## config.mk

```make
export PLATFORM = sky130hd
export DESIGN_NAME = dataslot_cmd_initiator_flat
export DESIGN_NICKNAME = d
export VERILOG_FILES = /design/src/rtl/dataslot_cmd_initiator_if.sv /design/src/rtl/dataslot_cmd_initiator.sv /design/src/flat_wrapper.sv
export SDC_FILE = /design/constraint.sdc
export NUM_CORES = 1
export LEC_CHECK = 0
export CAP_MARGIN = 20
export CORE_ASPECT_RATIO = 0.7
export CORE_MARGIN = 1.5
export CORE_UTILIZATION = 25
export DETAILED_ROUTE_END_ITERATION = 10
export GPL_TIMING_DRIVEN = 0
export PLACE_DENSITY = 0.65
export SYNTH_ARGS = -nofsm -noshare
export SYNTH_HDL_FRONTEND = slang
export SYNTH_SLANG_ARGS = --single-unit
```

## constraint.sdc

```tcl
create_clock -name clk_74a -period 4 [get_ports clk_74a]
set_input_delay 0.4 -clock clk_74a [delete_from_list [all_inputs] [get_ports clk_74a]]
set_output_delay 0.4 -clock clk_74a [all_outputs]
set_load 0.01 [all_outputs]
```

## src/rtl/dataslot_cmd_initiator_if.sv

```systemverilog
// Request/response and bridge target-command signals of dataslot_cmd_initiator.
// master = the initiator itself, slave = core clients plus the bridge handler.
interface dataslot_cmd_initiator_if;
    logic        req_valid;
    logic        req_ready;
    logic        req_write;
    logic [15:0] req_id;
    logic [31:0] req_slotoffset;
    logic [31:0] req_bridgeaddr;
    logic [31:0] req_length;

    logic        rsp_valid;
    logic [2:0]  rsp_err;
    logic        rsp_timeout;
    logic        busy;

    logic        target_dataslot_read;
    logic        target_dataslot_write;
    logic        target_dataslot_ack;
    logic        target_dataslot_done;
    logic [2:0]  target_dataslot_err;
    logic [15:0] target_dataslot_id;
    logic [31:0] target_dataslot_slotoffset;
    logic [31:0] target_dataslot_bridgeaddr;
    logic [31:0] target_dataslot_length;

    modport master (
        input  req_valid, req_write, req_id, req_slotoffset,
        input  req_bridgeaddr, req_length,
        input  target_dataslot_ack, target_dataslot_done,
        input  target_dataslot_err,
        output req_ready, rsp_valid, rsp_err, rsp_timeout, busy,
        output target_dataslot_read, target_dataslot_write,
        output target_dataslot_id, target_dataslot_slotoffset,
        output target_dataslot_bridgeaddr, target_dataslot_length
    );

    modport slave (
        output req_valid, req_write, req_id, req_slotoffset,
        output req_bridgeaddr, req_length,
        output target_dataslot_ack, target_dataslot_done,
        output target_dataslot_err,
        input  req_ready, rsp_valid, rsp_err, rsp_timeout, busy,
        input  target_dataslot_read, target_dataslot_write,
        input  target_dataslot_id, target_dataslot_slotoffset,
        input  target_dataslot_bridgeaddr, target_dataslot_length
    );
endinterface

```

## src/rtl/dataslot_cmd_initiator.sv

```systemverilog
// Issues one dataslot read/write target command at a time and reports completion.
// Optional timeout compiled in with `define DATASLOT_CMD_TIMEOUT_EN.
module dataslot_cmd_initiator #(
    parameter logic [31:0] TIMEOUT_CYCLES = 32'd74_250_000,
    parameter int unsigned GAP_CYCLES     = 4
) (
    input logic                       clk_74a,
    input logic                       reset_n,
    dataslot_cmd_initiator_if.master  bus
);
    typedef enum logic [1:0] {
        IDLE      = 2'd0,
        STROBE    = 2'd1,
        WAIT_DONE = 2'd2,
        GAP       = 2'd3
    } state_t;

    localparam logic [4:0] GAP_W = 5'(GAP_CYCLES);

    state_t      state_q;
    logic        rd_q;
    logic        wr_q;
    logic        rsp_valid_q;
    logic        rsp_timeout_q;
    logic [2:0]  rsp_err_q;
    logic [15:0] id_q;
    logic [31:0] off_q;
    logic [31:0] addr_q;
    logic [31:0] len_q;
    logic [3:0]  gap_q;
    logic        gap_done;
    logic        tmo_hit;

    // gap_q counts GAP cycles already spent; exit once this one completes the gap
    assign gap_done = (({1'b0, gap_q} + 5'd1) >= GAP_W);

`ifdef DATASLOT_CMD_TIMEOUT_EN
    logic [31:0] tmo_q;

    // >= so a timeout deadline passed while ack won stays pending in WAIT_DONE
    assign tmo_hit = ({1'b0, tmo_q} + 33'd1) >= {1'b0, TIMEOUT_CYCLES};

    // Command age: cleared while idle, counts while the command is outstanding
    always_ff @(posedge clk_74a) begin
        if (!reset_n) begin
            tmo_q <= 32'd0;
        end else if (state_q == STROBE || state_q == WAIT_DONE) begin
            tmo_q <= tmo_q + 32'd1;
        end else begin
            tmo_q <= 32'd0;
        end
    end
`else
    wire unused_tmo = ^TIMEOUT_CYCLES;

    assign tmo_hit = 1'b0;
`endif

    // Command FSM with registered strobes, parameters and completion
    always_ff @(posedge clk_74a) begin
        if (!reset_n) begin
            state_q       <= IDLE;
            rd_q          <= 1'b0;
            wr_q          <= 1'b0;
            rsp_valid_q   <= 1'b0;
            rsp_timeout_q <= 1'b0;
            rsp_err_q     <= 3'd0;
            id_q          <= 16'd0;
            off_q         <= 32'd0;
            addr_q        <= 32'd0;
            len_q         <= 32'd0;
            gap_q         <= 4'd0;
        end else begin
            rsp_valid_q   <= 1'b0;
            rsp_timeout_q <= 1'b0;
            unique case (state_q)
                IDLE: begin
                    if (bus.req_valid) begin
                        state_q <= STROBE;
                        rd_q    <= ~bus.req_write;
                        wr_q    <= bus.req_write;
                        id_q    <= bus.req_id;
                        off_q   <= bus.req_slotoffset;
                        addr_q  <= bus.req_bridgeaddr;
                        len_q   <= bus.req_length;
                    end
                end
                STROBE: begin
                    if (bus.target_dataslot_ack) begin
                        state_q <= WAIT_DONE;
                        rd_q    <= 1'b0;
                        wr_q    <= 1'b0;
                    end else if (tmo_hit) begin
                        state_q       <= GAP;
                        rd_q          <= 1'b0;
                        wr_q          <= 1'b0;
                        rsp_valid_q   <= 1'b1;
                        rsp_timeout_q <= 1'b1;
                        rsp_err_q     <= 3'b111;
                        gap_q         <= 4'd0;
                    end
                end
                WAIT_DONE: begin
                    if (bus.target_dataslot_done) begin
                        state_q     <= GAP;
                        rsp_valid_q <= 1'b1;
                        rsp_err_q   <= bus.target_dataslot_err;
                        gap_q       <= 4'd0;
                    end else if (tmo_hit) begin
                        state_q       <= GAP;
                        rsp_valid_q   <= 1'b1;
                        rsp_timeout_q <= 1'b1;
                        rsp_err_q     <= 3'b111;
                        gap_q         <= 4'd0;
                    end
                end
                GAP: begin
                    if (gap_done && !bus.target_dataslot_ack) begin
                        state_q <= IDLE;
                    end else if (!gap_done) begin
                        gap_q <= gap_q + 4'd1;
                    end
                end
                default: state_q <= IDLE;
            endcase
        end
    end

    assign bus.req_ready                  = (state_q == IDLE);
    assign bus.busy                       = (state_q != IDLE);
    assign bus.rsp_valid                  = rsp_valid_q;
    assign bus.rsp_err                    = rsp_err_q;
    assign bus.rsp_timeout                = rsp_timeout_q;
    assign bus.target_dataslot_read       = rd_q;
    assign bus.target_dataslot_write      = wr_q;
    assign bus.target_dataslot_id         = id_q;
    assign bus.target_dataslot_slotoffset = off_q;
    assign bus.target_dataslot_bridgeaddr = addr_q;
    assign bus.target_dataslot_length     = len_q;
endmodule

```

## src/flat_wrapper.sv

```systemverilog
// flat-port wrapper written by rule: the top's interface ports become plain ports
module dataslot_cmd_initiator_flat 
#(
    parameter logic [31:0] TIMEOUT_CYCLES = 32'd74_250_000,
    parameter int unsigned GAP_CYCLES     = 4
)
  (clk_74a, reset_n, bus_req_valid, bus_req_write, bus_req_id, bus_req_slotoffset, bus_req_bridgeaddr, bus_req_length, bus_target_dataslot_ack, bus_target_dataslot_done, bus_target_dataslot_err, bus_req_ready, bus_rsp_valid, bus_rsp_err, bus_rsp_timeout, bus_busy, bus_target_dataslot_read, bus_target_dataslot_write, bus_target_dataslot_id, bus_target_dataslot_slotoffset, bus_target_dataslot_bridgeaddr, bus_target_dataslot_length);
  dataslot_cmd_initiator_if bus_i ();
  input logic clk_74a;
  input logic reset_n;
  input wire logic [$bits(bus_i.req_valid)-1:0] bus_req_valid;
  input wire logic [$bits(bus_i.req_write)-1:0] bus_req_write;
  input wire logic [$bits(bus_i.req_id)-1:0] bus_req_id;
  input wire logic [$bits(bus_i.req_slotoffset)-1:0] bus_req_slotoffset;
  input wire logic [$bits(bus_i.req_bridgeaddr)-1:0] bus_req_bridgeaddr;
  input wire logic [$bits(bus_i.req_length)-1:0] bus_req_length;
  input wire logic [$bits(bus_i.target_dataslot_ack)-1:0] bus_target_dataslot_ack;
  input wire logic [$bits(bus_i.target_dataslot_done)-1:0] bus_target_dataslot_done;
  input wire logic [$bits(bus_i.target_dataslot_err)-1:0] bus_target_dataslot_err;
  output wire logic [$bits(bus_i.req_ready)-1:0] bus_req_ready;
  output wire logic [$bits(bus_i.rsp_valid)-1:0] bus_rsp_valid;
  output wire logic [$bits(bus_i.rsp_err)-1:0] bus_rsp_err;
  output wire logic [$bits(bus_i.rsp_timeout)-1:0] bus_rsp_timeout;
  output wire logic [$bits(bus_i.busy)-1:0] bus_busy;
  output wire logic [$bits(bus_i.target_dataslot_read)-1:0] bus_target_dataslot_read;
  output wire logic [$bits(bus_i.target_dataslot_write)-1:0] bus_target_dataslot_write;
  output wire logic [$bits(bus_i.target_dataslot_id)-1:0] bus_target_dataslot_id;
  output wire logic [$bits(bus_i.target_dataslot_slotoffset)-1:0] bus_target_dataslot_slotoffset;
  output wire logic [$bits(bus_i.target_dataslot_bridgeaddr)-1:0] bus_target_dataslot_bridgeaddr;
  output wire logic [$bits(bus_i.target_dataslot_length)-1:0] bus_target_dataslot_length;
  assign bus_i.req_valid = bus_req_valid;
  assign bus_i.req_write = bus_req_write;
  assign bus_i.req_id = bus_req_id;
  assign bus_i.req_slotoffset = bus_req_slotoffset;
  assign bus_i.req_bridgeaddr = bus_req_bridgeaddr;
  assign bus_i.req_length = bus_req_length;
  assign bus_i.target_dataslot_ack = bus_target_dataslot_ack;
  assign bus_i.target_dataslot_done = bus_target_dataslot_done;
  assign bus_i.target_dataslot_err = bus_target_dataslot_err;
  assign bus_req_ready = bus_i.req_ready;
  assign bus_rsp_valid = bus_i.rsp_valid;
  assign bus_rsp_err = bus_i.rsp_err;
  assign bus_rsp_timeout = bus_i.rsp_timeout;
  assign bus_busy = bus_i.busy;
  assign bus_target_dataslot_read = bus_i.target_dataslot_read;
  assign bus_target_dataslot_write = bus_i.target_dataslot_write;
  assign bus_target_dataslot_id = bus_i.target_dataslot_id;
  assign bus_target_dataslot_slotoffset = bus_i.target_dataslot_slotoffset;
  assign bus_target_dataslot_bridgeaddr = bus_i.target_dataslot_bridgeaddr;
  assign bus_target_dataslot_length = bus_i.target_dataslot_length;
  dataslot_cmd_initiator #(.TIMEOUT_CYCLES(TIMEOUT_CYCLES), .GAP_CYCLES(GAP_CYCLES)) u_core (.clk_74a(clk_74a), .reset_n(reset_n), .bus(bus_i));
endmodule
```

==> results_dict.tcl <==
set metrics [dict create \
    status "completed" \
    overflow 0 \
    gp_congestion 0.778 \
    p_leak_nw 2.99 \
    syn_area_um2 4790 \
    cts_hold_buf 0 \
    die_w_um 169 \
    endpoint_kind "output pin" \
    swShare_pct 31.5 \
    cts_root_buffer "clkbuf_16" \
    avgSynthCellArea_um2 8.51 \
    criticalPathCategory "reg2out" \
    cts_buffer_depth 2 \
    p_switching_mw 1.44 \
    syn2layout_area_growth_pct 68.5 \
    antenna_found_initial 0 \
    htree_levels 4 \
    drc 0 \
    hold_viol_final 0 \
    synth_area_leaders "dfxtp_1, nand2_1, a21boi_0" \
    yosysTopAreaCellShare_pct 51.8 \
    drv_slew 0 \
    async_flop_share_pct 0 \
    layout-drive-gt1-share_pct 6.59 \
    die_area_um2 20000 \
    drt_first_pass_iters 4 \
    insertion_delay_ns 0.42 \
    max_slew_margin_pct 50.7 \
    start_kind "flip-flop" \
    boundaryPins 242 \
    clk_pin_slew_ns 0.06 \
    ir_drop_v 0.000214 \
    synth_warnings 0 \
    cts_tree "done" \
    synthesis.nets 690 \
    grt_pass1_vias 4478 \
    crit_required_ns 3.60 \
    fin_tns_setup_ns 0 \
    yosysUniqueCellTypes 37 \
    num_rows 42 \
    cts_resized 0 \
    synthFlopType "dfxtp_1" \
    final_nets 948 \
    final-setup-viol-count 0 \
    cts_setup_buffers 0 \
    min_period_ns 2.32 \
    syn_inst 563 \
    synth_edf_count 0 \
    cts_buffers 17 \
    post-route-util_pct 42.8 \
    drtAntennaViolNets 0 \
    grt_pass1_wl_mm 23.6 \
    clkSinkCount 124 \
    n_antenna_cell 0 \
    grt_util_all_layers_pct 15.2 \
    die_h_um 119 \
    cap_violations 0 \
    worstPathArrival_ns 1.92 \
    tightest_slew_ns 0.739 \
    drt_iter0_drc 197 \
    fmax_ghz 0.431 \
    p_int_mw 3.14 \
    powerDensity_nw_per_um2 567 \
    detail_route.vias_per_cell 4.28 \
    initial_core_util_pct 25.4 \
    p_clk_share_pct 33.4 \
    path_max_fanout 6 \
    vias 4602 \
    ys_ff_latch 124 \
    period_share_pct 58.0 \
    synth_area_leader_cell "dfxtp_1" \
    finClkSkew_ns 0.00992 \
    pwr-share-seq_pct 33.8 \
    p_comb_share_pct 32.8 \
    hp-class "reg2reg" \
    grt_start_max_net_pins 17 \
    finalWirelength_mm 15.0 \
    fp.coreArea_um2 18900 \
    portBuffers 239 \
    rsz0062_at_grt "false" \
    dpl.hpwl_mm 11.1 \
    wl_per_cell_um 13.9 \
    ys_seq_area_share_pct 51.8 \
]
==> metrics by stage <==
step / worst slack (ns) / total power [mW] / area (µm²) / hold WS, ns / std cells
final: 1.68 / 4.58 / 8080 / 0.449 / 1076
after global routing: 1.58 / 4.88 / 8080 / 0.467 / 1076
after floorplan: 2.50 / 2.33 / 4790 / 0.421 / 563
after detailed placement: 1.82 / 3.09 / 7490 / 0.444 / 1044
after CTS: 1.65 / 4.66 / 8080 / 0.443 / 1076
after global placement: 1.87 / 3.08 / 7490 / 0.439 / 1044
==> layer usage <==
metal / track usage [%] / wire length, µm
met3: 6.61 / 1210
met2: 23.5 / 6560
met1: 19.2 / 7080
met5: 0 / 0
met4: 4.35 / 149
==> power groups by stage <==
stage | clock (mW) | sequential, mW | combinational (mW)
after global placement | 0 | 1.56 | 1.52
after floorplan | 0 | 1.66 | 0.673
after detailed placement | 0 | 1.57 | 1.52
after CTS | 1.58 | 1.55 | 1.53
final | 1.53 | 1.55 | 1.50
after global routing | 1.64 | 1.57 | 1.67
==> cells in the final DEF, fill, tap and decap left out, types with 2 or more instances in the layout <==
cell	count
a21boi_0	79
a21boi_1	30
a21oi_1	10
and2_1	2
buf_2	7
buf_4	3
buf_6	8
bufinv_16	2
clkbuf_1	22
clkbuf_16	17
clkbuf_8	3
clkdlybuf4s50_1	239
clkinv_2	4
clkinvlp_4	5
dfxtp_1	124
ha_1	6
inv_1	4
nand2_1	237
nand2b_1	2
nand3_1	4
nor2_1	3
o211ai_1	2
==> registers in the layout, summed over array words and instances (netlist names), 2 cells and up <==
register	cells
u_core.bus.target_dataslot_slotoffset	32
u_core.state_q	2
u_core.bus.target_dataslot_length	32
u_core.bus.rsp_err	3
u_core.bus.target_dataslot_id	16
u_core.bus.target_dataslot_bridgeaddr	32
u_core.gap_q	4
==> worst max-delay path: stages, from the launching register on <==
cell	delay (ns)
dfxtp_1	0.38
inv_1	0.08
ha_1	0.28
inv_1	0.18
clkdlybuf4s50_1	0.60
==> Yosys cell counts, types with 4 or more instances <==
cell type / n
a21boi_0: 79
a21boi_1: 30
a21oi_1: 10
buf_2: 7
buf_6: 8
clkbuf_1: 21
dfxtp_1: 124
ha_1: 6
inv_1: 4
nand2_1: 237
nand3_1: 4
==> final timing paths <==
| path | start | endpoint | slack, ns | depth (start not counted) |
|---|---|---|---|---|
| min reg2reg | u_core.bus.target_dataslot_slotoffset[23] | u_core.bus.target_dataslot_slotoffset[23] | 0.45 | 2 |
| min | u_core.bus.target_dataslot_slotoffset[23] | u_core.bus.target_dataslot_slotoffset[23] | 0.45 | 2 |
| max reg2reg | u_core.state_q[0] | u_core.bus.target_dataslot_length[1] | 2.09 | 7 |
| max | u_core.state_q[0] | bus_busy | 1.68 | 4 |
==> cell families (layout without fill, tap and decap cells) <==
kind of cell | after synthesis | count (layout) | share of synthesized area [%]
AND/OR/NAND/NOR | 256 | 256 | 21.0
AO/OA/AOI/OAI | 132 | 132 | 20.4
flip-flops | 124 | 124 | 51.8
buffers and inverters | 44 | 315 | 5.12
adder cells (fa/ha/maj) | 6 | 6 | 1.57
other | 1 | 1 | 0.0782
==> area by class of cell <==
cell class	count	area, µm²
Sequential cell	124	2480
Tap cell	242	303
Buffer	39	226
Fill cell	1890	10800
Clock buffer	21	470
Timing Repair Buffer	239	2390
Multi-Input combinational cell	395	2070
Inverter	5	18.8
Clock inverter	11	118
Power figures use the tool's default switching activity.
